File: src/rtl/tank_game_pkg.sv
// Shared constants and FSM encoding for the tank game video path.
package tank_game_pkg;
  localparam int SCREEN_W = 160;
  localparam int SCREEN_H = 120;
  localparam int COLOUR_W = 3;

  localparam logic [COLOUR_W-1:0] BLACK = 3'b000;
  localparam logic [COLOUR_W-1:0] RED   = 3'b100;
  localparam logic [COLOUR_W-1:0] GREEN = 3'b010;
  localparam logic [COLOUR_W-1:0] WHITE = 3'b111;

  localparam logic [1:0] ST_IDLE = 2'd0;
  localparam logic [1:0] ST_DRAW = 2'd1;
  localparam logic [1:0] ST_DONE = 2'd2;

  typedef enum logic [1:0] {
    S_IDLE = ST_IDLE,
    S_DRAW = ST_DRAW,
    S_DONE = ST_DONE
  } draw_state_e;
endpackage

File: src/rtl/rr_arbiter.sv
// Combinational round-robin pick: first set request searching upward from ptr+1.
module rr_arbiter #(
  parameter int NUM_REQ = 4,
  parameter int IW      = $clog2(NUM_REQ)
) (
  input  logic [NUM_REQ-1:0] req,
  input  logic [IW-1:0]      ptr,
  output logic [NUM_REQ-1:0] gnt,
  output logic [IW-1:0]      idx,
  output logic               any
);
  always_comb begin
    gnt = '0;
    idx = '0;
    any = 1'b0;
    for (int k = 1; k <= NUM_REQ; k++) begin
      if (!any && req[(int'(ptr) + k) % NUM_REQ]) begin
        any = 1'b1;
        gnt[(int'(ptr) + k) % NUM_REQ] = 1'b1;
        idx = IW'((int'(ptr) + k) % NUM_REQ);
      end
    end
  end
endmodule

File: src/rtl/vga_draw_arbiter.sv
// Shares the vga_adapter pixel port among sprite drawers: round-robin grant,
// one pixel per clock raster of a SIZE x SIZE square, clipped to the screen.
module vga_draw_arbiter
  import tank_game_pkg::*;
#(
  parameter int NUM_REQ = 4,
  parameter int SIZE    = 4,
  parameter int X_W     = 8,
  parameter int Y_W     = 7
) (
  input  logic                    clk,
  input  logic                    resetn,
  input  logic [NUM_REQ-1:0]      req,
  input  logic [NUM_REQ*X_W-1:0]  req_x,
  input  logic [NUM_REQ*Y_W-1:0]  req_y,
  input  logic [NUM_REQ*3-1:0]    req_colour,
  output logic [NUM_REQ-1:0]      grant,
  output logic [NUM_REQ-1:0]      done,
  output logic                    busy,
  output logic [X_W-1:0]          vga_x,
  output logic [Y_W-1:0]          vga_y,
  output logic [2:0]              vga_colour,
  output logic                    vga_plot
);
  localparam int IW = $clog2(NUM_REQ);
  localparam int CW = (SIZE > 1) ? $clog2(SIZE) : 1;
  localparam logic [CW-1:0] LAST = CW'(SIZE - 1);

  typedef struct packed {
    logic [X_W-1:0]      x;
    logic [Y_W-1:0]      y;
    logic [COLOUR_W-1:0] c;
  } op_t;

  draw_state_e        state_q, state_d;
  logic [IW-1:0]      ptr_q, ptr_d, win_q, win_d;
  op_t                op_q, op_d, sel, src;
  logic [CW-1:0]      cx_q, cx_d, cy_q, cy_d, ecx, ecy;
  logic               fin_q, fin_d, emit;
  logic [NUM_REQ-1:0] grant_q, grant_d, done_q, done_d;
  logic               busy_q, busy_d, plot_q, plot_d;
  logic [X_W-1:0]     vx_q, vx_d;
  logic [Y_W-1:0]     vy_q, vy_d;
  logic [2:0]         vc_q, vc_d;
  logic [X_W:0]       sx;
  logic [Y_W:0]       sy;

  logic [NUM_REQ-1:0] arb_gnt;
  logic [IW-1:0]      arb_idx;
  logic               arb_any;

  rr_arbiter #(.NUM_REQ(NUM_REQ), .IW(IW)) u_arb (
    .req (req),
    .ptr (ptr_q),
    .gnt (arb_gnt),
    .idx (arb_idx),
    .any (arb_any)
  );

  always_comb begin
    sel.x = req_x[arb_idx*X_W +: X_W];
    sel.y = req_y[arb_idx*Y_W +: Y_W];
    sel.c = req_colour[arb_idx*3 +: 3];
  end

  always_comb begin
    state_d = state_q;
    ptr_d   = ptr_q;
    win_d   = win_q;
    op_d    = op_q;
    cx_d    = cx_q;
    cy_d    = cy_q;
    fin_d   = fin_q;
    grant_d = '0;
    done_d  = '0;
    plot_d  = 1'b0;
    vx_d    = vx_q;
    vy_d    = vy_q;
    vc_d    = vc_q;
    emit    = 1'b0;
    src     = op_q;
    ecx     = cx_q;
    ecy     = cy_q;
    sx      = '0;
    sy      = '0;

    unique case (state_q)
      S_IDLE: begin
        if (arb_any) begin
          state_d = S_DRAW;
          ptr_d   = arb_idx;
          win_d   = arb_idx;
          op_d    = sel;
          grant_d = arb_gnt;
          fin_d   = 1'b0;
          // pixel (0,0) goes out alongside grant, straight from the live operands
          emit    = 1'b1;
          src     = sel;
          ecx     = '0;
          ecy     = '0;
        end
      end
      S_DRAW: begin
        if (fin_q) state_d = S_DONE;
        else       emit    = 1'b1;
      end
      S_DONE: begin
        state_d = S_IDLE;
        done_d  = NUM_REQ'(1) << win_q;
      end
      default: state_d = S_IDLE;
    endcase

    if (emit) begin
      sx     = {1'b0, src.x} + (X_W+1)'(ecx);
      sy     = {1'b0, src.y} + (Y_W+1)'(ecy);
      vx_d   = sx[X_W-1:0];
      vy_d   = sy[Y_W-1:0];
      vc_d   = src.c;
      // off-screen pixels still burn their cycle so sprite timing is fixed
      plot_d = (sx < (X_W+1)'(SCREEN_W)) && (sy < (Y_W+1)'(SCREEN_H));
      cx_d   = ecx + CW'(1);
      cy_d   = ecy;
      if (ecx == LAST) begin
        cx_d = '0;
        if (ecy == LAST) fin_d = 1'b1;
        else             cy_d  = ecy + CW'(1);
      end
    end
  end

  always_comb busy_d = (state_d != S_IDLE);

  always_ff @(posedge clk or negedge resetn) begin
    if (!resetn) begin
      state_q <= S_IDLE;
      ptr_q   <= IW'(NUM_REQ - 1);
      win_q   <= '0;
      op_q    <= '0;
      cx_q    <= '0;
      cy_q    <= '0;
      fin_q   <= 1'b0;
      grant_q <= '0;
      done_q  <= '0;
      busy_q  <= 1'b0;
      plot_q  <= 1'b0;
      vx_q    <= '0;
      vy_q    <= '0;
      vc_q    <= '0;
    end else begin
      state_q <= state_d;
      ptr_q   <= ptr_d;
      win_q   <= win_d;
      op_q    <= op_d;
      cx_q    <= cx_d;
      cy_q    <= cy_d;
      fin_q   <= fin_d;
      grant_q <= grant_d;
      done_q  <= done_d;
      busy_q  <= busy_d;
      plot_q  <= plot_d;
      vx_q    <= vx_d;
      vy_q    <= vy_d;
      vc_q    <= vc_d;
    end
  end

  assign grant      = grant_q;
  assign done       = done_q;
  assign busy       = busy_q;
  assign vga_x      = vx_q;
  assign vga_y      = vy_q;
  assign vga_colour = vc_q;
  assign vga_plot   = plot_q;
endmodule

File: config.mk
export PLATFORM = sky130hd
export DESIGN_NAME = vga_draw_arbiter
export DESIGN_NICKNAME = d
export VERILOG_FILES = /design/src/rtl/tank_game_pkg.sv /design/src/rtl/rr_arbiter.sv /design/src/rtl/vga_draw_arbiter.sv
export SDC_FILE = /design/constraint.sdc
export NUM_CORES = 1
export LEC_CHECK = 0
export ABC_AREA = 0
export BUFFER_PORTS_ARGS = -buffer_cell sky130_fd_sc_hd__buf_2
export CAP_MARGIN = 0
export CORE_ASPECT_RATIO = 1.4
export CORE_UTILIZATION = 56
export DETAILED_ROUTE_END_ITERATION = 10
export PLACE_DENSITY = 0.89
export SYNTH_ARGS = -nofsm -noshare
export SYNTH_HDL_FRONTEND = slang
export SYNTH_SLANG_ARGS = --single-unit
File: constraint.sdc
create_clock -name clk -period 12.5 [get_ports clk]
set_clock_uncertainty 0.1 [all_clocks]
set_input_delay 1.25 -clock clk [delete_from_list [all_inputs] [get_ports clk]]
set_output_delay 1.25 -clock clk [all_outputs]
set_load 0.05 [all_outputs]
**Word level (Yosys, flattened, before mapping)**

Index checks and enable logic that the tools add are counted.

- Register bits: 57
- Bits of input ports: 78
- Output and inout port bits: 28
- Logic and storage cells: 125

- Add/sub/neg operators: 8
- Multiply operators: 2
- Order comparisons: 10
- Eq/ne operators: 4
- Shift operators: 4
- Mux-type cells: 56
- Bitwise logic cells: 7
- Reduce and logical (&&, ||, !) cells: 18

Operator list:

| kind | count |
|---|---|
| two-way mux 18 bit | 2 |
| variable part select 32 x 6 -> 8 bit | 1 |
| two-way mux 4 bit | 7 |
| variable part select 28 x 6 -> 7 bit | 1 |
| two-way mux 2 bit | 13 |
| two-way mux 1 bit | 24 |
| < comparator 3 x 4 -> 1 bit (second input constant) | 4 |
| greater-or-equal comparator 3 x 1 -> 1 bit (second input constant) | 4 |
| OR 4 bit | 3 |
| variable part select 12 x 5 -> 3 bit | 1 |
| adder 8 x 2 -> 9 bit | 1 |
| < comparator 9 x 8 -> 1 bit (second input constant) | 1 |
| adder 2 x 1 -> 2 bit (second input constant) | 4 |
| adder 7 x 2 -> 8 bit | 1 |
| binary-select mux 1 bit (select 2 bit) | 4 |
| demux 1 bit (select 2 bit) | 4 |
| logical AND 1 bit | 8 |
| < comparator 8 x 7 -> 1 bit (second input constant) | 1 |
| OR reduction 2 bit | 4 |
| == test 2 bit (second input constant) | 3 |
| multiplier 2 x 3 -> 5 bit (second input constant) | 1 |
| adder 2 bit (second input constant) | 2 |
| AND 1 bit (first input constant) | 4 |
| multiplier 2 x 2 -> 4 bit (second input constant) | 1 |
| 8 further kinds | 10 |

**Logic depth before layout (Yosys ltp)**

- Depth in word-level cells: 24
- Mapped depth: 21
- Mapped depth without buffers: 17

**By module**

Synthesis repeated with hierarchy kept, for this count alone.

- Cells, all modules: 363
- Area total of the unflattened synthesis: 3698.5 um^2

Modules (own cells, without submodules):

| module | times used | cells an instance | area each (um^2) | seq. area each (um^2) |
|---|---|---|---|---|
| vga_draw_arbiter | 1 | 277 | 3069.2 | 1428.9 |
| rr_arbiter | 1 | 86 | 629.4 | 0.0 |

**Worst setup path before layout**

Ideal clock, no wire load.

- Path kind: input port to flip-flop
- Start point: in req[3]
- End point: reg plot_q (netlist: vga_plot)
- Setup time: 0.134 ns
- Arrival: 4.674 ns
- Data required time: 12.266 ns
- Slack: 7.591 ns
- Stages on the path: 17
- Path buffers: 3
- Cell sequence: buf_2 > mux4_2 > and2b_1 > o21ai_2 > and2_1 > clkbuf_1 > clkbuf_1 > nand2_1 > nand3_1 > nand2_1 > o21ai_0 > ha_1 > inv_1 > fa_1 > mux2_2 > o31ai_1 > a311oi_2

- Longest elaborated chain between the ends: 21
- Elaborated cells on any way between the ends: 43
- Classes of those cells: add/sub (2); mul (1); order compare (2); shift (2); mux (29); reduce/logical (7)

RTL lines:

| item | line | text |
|---|---|---|
| start, declared | vga_draw_arbiter.sv:13 | `input logic [NUM_REQ-1:0] req,` |
| binary-select mux 1 bit (select 2 bit) | rr_arbiter.sv:17 | `if (!any && req[(int'(ptr) + k) % NUM_REQ]) begin` |
| two-way mux 1 bit (implied by the code) (2 in a row) | rr_arbiter.sv:17 |  |
| two-way mux 1 bit | rr_arbiter.sv:17 |  |
| zero test 1 bit | rr_arbiter.sv:17 |  |
| logical AND 1 bit | rr_arbiter.sv:17 |  |
| two-way mux 1 bit | rr_arbiter.sv:17 |  |
| zero test 1 bit | rr_arbiter.sv:17 |  |
| logical AND 1 bit | rr_arbiter.sv:17 |  |
| [4 not listed] | n/a |  |
| multiplier 2 x 3 -> 5 bit | vga_draw_arbiter.sv:62 | `sel.y = req_y[arb_idx*Y_W +: Y_W];` |
| variable part select 28 x 6 -> 7 bit | vga_draw_arbiter.sv:62 |  |
| two-way mux 18 bit (2 in a row) | n/a |  |
| adder 7 x 2 -> 8 bit | vga_draw_arbiter.sv:116 | `sy = {1'b0, src.y} + (Y_W+1)'(ecy);` |
| < comparator 8 x 7 -> 1 bit | vga_draw_arbiter.sv:121 | `plot_d = (sx < (X_W+1)'(SCREEN_W)) && (sy < (Y_W+1)'(SCREEN_H));` |
| logical AND 1 bit | vga_draw_arbiter.sv:121 |  |
| two-way mux 1 bit (*) | vga_draw_arbiter.sv:114 | `if (emit) begin` |
| net plot_d | vga_draw_arbiter.sv:41 | `logic busy_q, busy_d, plot_q, plot_d;` |
| end signal, assigned | vga_draw_arbiter.sv:161 | `plot_q <= plot_d;` |
| end, declared | vga_draw_arbiter.sv:41 |  |

Mark *: on every way through the listed nets, which the timed path passes. The rest lies on a longest branch. The select of a mux whose other input is x is not followed.
A chain may end at the register's enable or synchronous reset.

**Worst setup path after layout**

- Start point: reg ptr_q[0]
- End point: reg plot_q (netlist: vga_plot)

- Longest elaborated chain between the ends: 22
- Elaborated cells on any way between the ends: 47
- Classes of those cells: add/sub (6); mul (1); order compare (2); shift (2); mux (29); reduce/logical (7)

RTL lines:

| item | line | text |
|---|---|---|
| start, declared | vga_draw_arbiter.sv:36 | `logic [IW-1:0] ptr_q, ptr_d, win_q, win_d;` |
| start signal, assigned | vga_draw_arbiter.sv:137 | `ptr_q <= IW'(NUM_REQ - 1);` |
| start signal, assigned | vga_draw_arbiter.sv:152 | `ptr_q <= ptr_d;` |
| adder 2 x 1 -> 2 bit | rr_arbiter.sv:17, rr_arbiter.sv:20 |  |
| binary-select mux 1 bit (select 2 bit) | rr_arbiter.sv:17 |  |
| two-way mux 1 bit (implied by the code) (2 in a row) | rr_arbiter.sv:17 |  |
| two-way mux 1 bit | rr_arbiter.sv:17 |  |
| zero test 1 bit | rr_arbiter.sv:17 |  |
| logical AND 1 bit | rr_arbiter.sv:17 |  |
| two-way mux 1 bit | rr_arbiter.sv:17 |  |
| zero test 1 bit | rr_arbiter.sv:17 |  |
| [5 not listed] | n/a |  |
| multiplier 2 x 3 -> 5 bit | vga_draw_arbiter.sv:62 |  |
| variable part select 28 x 6 -> 7 bit | vga_draw_arbiter.sv:62 |  |
| two-way mux 18 bit (2 in a row) | n/a |  |
| adder 7 x 2 -> 8 bit | vga_draw_arbiter.sv:116 |  |
| < comparator 8 x 7 -> 1 bit | vga_draw_arbiter.sv:121 |  |
| logical AND 1 bit | vga_draw_arbiter.sv:121 |  |
| two-way mux 1 bit (*) | vga_draw_arbiter.sv:114 |  |
| net plot_d | vga_draw_arbiter.sv:41 |  |

Marked as above.

==> qor.yml <==
drt:
  drt_first_iter_violations: 182
  vias_per_cell: 5.73
  wl_met2_um: 4490
  wire_per_inst_um: 15.0
  vias: 3242
  met3_length_um: 508
  highest_layer: "met4"
  wirelength_um: 8510
  m1WireLength_um: 3290
  first_pass_iters: 4
  ant_nets: 0
  drc: 0
placed_design:
  gp_congestion: 0.850
  io_buffers: 105
  hpwl_um: 6250
  placedCellCount: 551
  post-place-ws_ns: 7.29
sta:
  slew_violations: 0
  finalHoldViolCount: 0
  fmax_mhz: 191
  setup_ws_ns: 7.27
  rsz0062_at_grt: "no"
  fin_crit_ns: 5.23
  slew-limit-headroom_pct: 41.5
  holdWs_ns: 0.367
  setup_tns_ns: 0
  post-route-period-util_pct: 41.9
  worstMarginPinSlew_ns: 0.878
  setup_viol_count_final: 0
final_layout:
  nets: 583
  drive_gt1_share_pct: 32.6
  fillers: 466
  final_cells: 566
  syn2layout_area_growth_pct: 19.5
  diodes: 0
min_path:
  min_to: "vga_y[0]"
  hold_path_startpoint: "vga_y[0]"
  hold_depth: 2
  hold_class: "reg -> reg"
die:
  dieArea_um2: 6800
  num_io_pins: 106
  start_util_pct: 58.4
  num_rows: 34
  core_um2: 6210
  die_x_um: 70.0
  die_h_um: 97.2
clock_network:
  path_clk_slew_ns: 0.06
  cts_sinks: 57
  cts_buffers: 9
  tritoncts: "built"
  cts-root-buf: "clkbuf_8"
  htree_levels: 3
  clk_path_buf_depth: 2
  post_cts_buffers: 0
  cts_resized: 0
  clk_latency_ns: 0.34
  hold_buffers: 0
grt:
  track_usage_pct: 26.3
  antenna_found_initial: 0
  globalRouteOverflowTotal: 0
  first_global_vias: 3164
  grt_pass1_wl_um: 14000
  grt_max_degree: 58
logic_synthesis:
  syn_inst: 389
  synthArstFlopShare_pct: 100
  syn_avg_cell_area_um2: 9.32
  syn_area_um2: 3620
  ys_warn_count: 0
  ys_ff_latch: 57
  syn_nets: 482
  ys.flop_type: "dfrtp_1"
  synth_cell_types: 72
  synth_edf_count: 0
  synth-seq-area-share_pct: 39.4
power_and_ir_drop:
  p_per_area_nw_per_um2: 330
  finalPower_uw: 1430
  power.leakage_uw: 0.00215
  peakVddDrop_uv: 199
critical_path:
  critPathRequiredTime_ns: 12.61
  cp_max_fo: 16
  worstSetupPathType: "reg -> reg"
  r2r-start: "ptr_q[0]"
  timing.rr.end: "vga_plot"
  reg2regPathDepth: 16
  worstSetupStartpointType: "register"
  arrival_ns: 5.35
  rrSetupSlack_ns: 7.27
  worst_setup_path_end_kind: "register"
run:
  maxCapViolCount: 0
run_status:
  status: "finished clean"
-- layout make-up --
class                           instances  area, um^2  area share (%)
Inverter                               16        60.1            1.39
Tap cell                               72        90.1            2.08
Multi-Input combinational cell        298        2020            46.7
Clock buffer                           12         165            3.81
Clock inverter                          3        15.0           0.347
Sequential cell                        57        1430            33.0
Timing Repair Buffer                  108         548            12.7
-- through the flow --
stage	util (%)	instance area [um^2]
after global placement	66.8	4150
after global routing	69.7	4330
after floorplan	-	3620
final	69.7	4330
after detailed placement	66.8	4150
after CTS	69.7	4330
-- how the worst max path moves through the flow --
stage / from / cells after the start / slack (ns) / endpoint
2_1_floorplan: req[3] / 17 / 7.59 / vga_plot
3_3_place_gp: req[3] / 15 / 7.50 / vga_plot
3_5_place_dp: ptr_q[0] / 16 / 7.29 / vga_plot
4_1_cts: ptr_q[0] / 16 / 7.29 / vga_plot
5_1_grt: ptr_q[0] / 16 / 6.88 / vga_plot
6_report: ptr_q[0] / 16 / 7.27 / vga_plot
-- where the power goes --
part,switching [uW],internal (uW),total (uW)
clock network,67.6,85.8,153
registers,49.8,273,323
logic,621,332,953
total,739,691,1430
-- cell families (layout without fill, tap and decap cells) --
group                    Yosys count  after routing  synth area share, %
AO/OA/AOI/OAI                     72             72                 16.4
flip-flops                        57             57                 39.4
XOR/XNOR                           8              8                 1.93
AND/OR/NAND/NOR                  177            177                 23.1
adder cells (fa/ha/maj)           15             15                 5.59
multiplexers                      26             26                 8.91
buffers and inverters             34            139                 4.73
-- synthesized netlist by cell type (3+ instances only) --
master	number	area (um^2)
nor3_1	5	25.0
o21ai_1	3	15.0
ha_1	13	163
xnor2_1	5	43.8
nor4bb_1	3	30.0
o31ai_1	5	37.5
a21oi_1	10	50.1
nand2_1	77	289
dfrtp_1	55	1380
mux2_2	5	56.3
nor2_1	40	150
a221oi_2	3	45.0
inv_1	13	48.8
mux2i_1	15	150
a31oi_1	3	18.8
a21o_1	3	22.5
buf_6	5	56.3
xor2_1	3	26.3
and2_1	5	31.3
clkbuf_1	10	37.5
inv_2	3	11.3
a221oi_1	4	35.0
nand2b_1	3	18.8
nand3_1	21	105
o21a_1	4	30.0
mux4_2	4	90.1
a22oi_1	4	30.0
o21ai_0	7	35.0
-- worst max-delay path, stage by stage (launching register included) --
cell and delay (ns):
dfstp_2 0.74, inv_2 0.15, ha_1 0.47, mux4_2 0.65
and2b_1 0.27, o21ai_2 0.26, and2_1 0.52, nand2_1 0.12
nand3_1 0.10, nand2_1 0.06, o21ai_0 0.22, ha_1 0.22
inv_1 0.06, fa_1 0.47, mux2_2 0.31, o31ai_1 0.30
a311oi_2 0.08
-- cells in the final DEF, fill, tap and decap left out, types with 4 or more instances in the layout --
cell | netlist | routed
o21ai_0 | 7 | 7
o21a_1 | 4 | 4
nand3_1 | 21 | 21
dfrtp_1 | 55 | 55
and2_1 | 5 | 5
xnor2_1 | 5 | 5
buf_2 | 2 | 105
a221oi_1 | 4 | 4
inv_1 | 13 | 13
o31ai_1 | 5 | 5
nor3_1 | 5 | 5
a22oi_1 | 4 | 4
mux2_2 | 5 | 5
ha_1 | 13 | 13
a21oi_1 | 10 | 10
nand2_1 | 77 | 77
mux2i_1 | 15 | 15
nor2_1 | 40 | 40
clkbuf_8 | 0 | 12
mux4_2 | 4 | 4
-- flip-flops by register name, indices dropped and copies added (netlist names), 3 cells and up --
signal and flops:
grant 4, done 4, op_q 18, vga_x 8, vga_y 7, vga_colour 3
-- per-layer routing --
metal | up-vias | track usage [%]
met5 | - | 0
met4 | 0 | 15.4
met3 | 16 | 6.12
met2 | 123 | 45.3
met1 | 1526 | 29.2
li1 | 1577 | -
No activity file was read; power rests on OpenSTA's default activity.
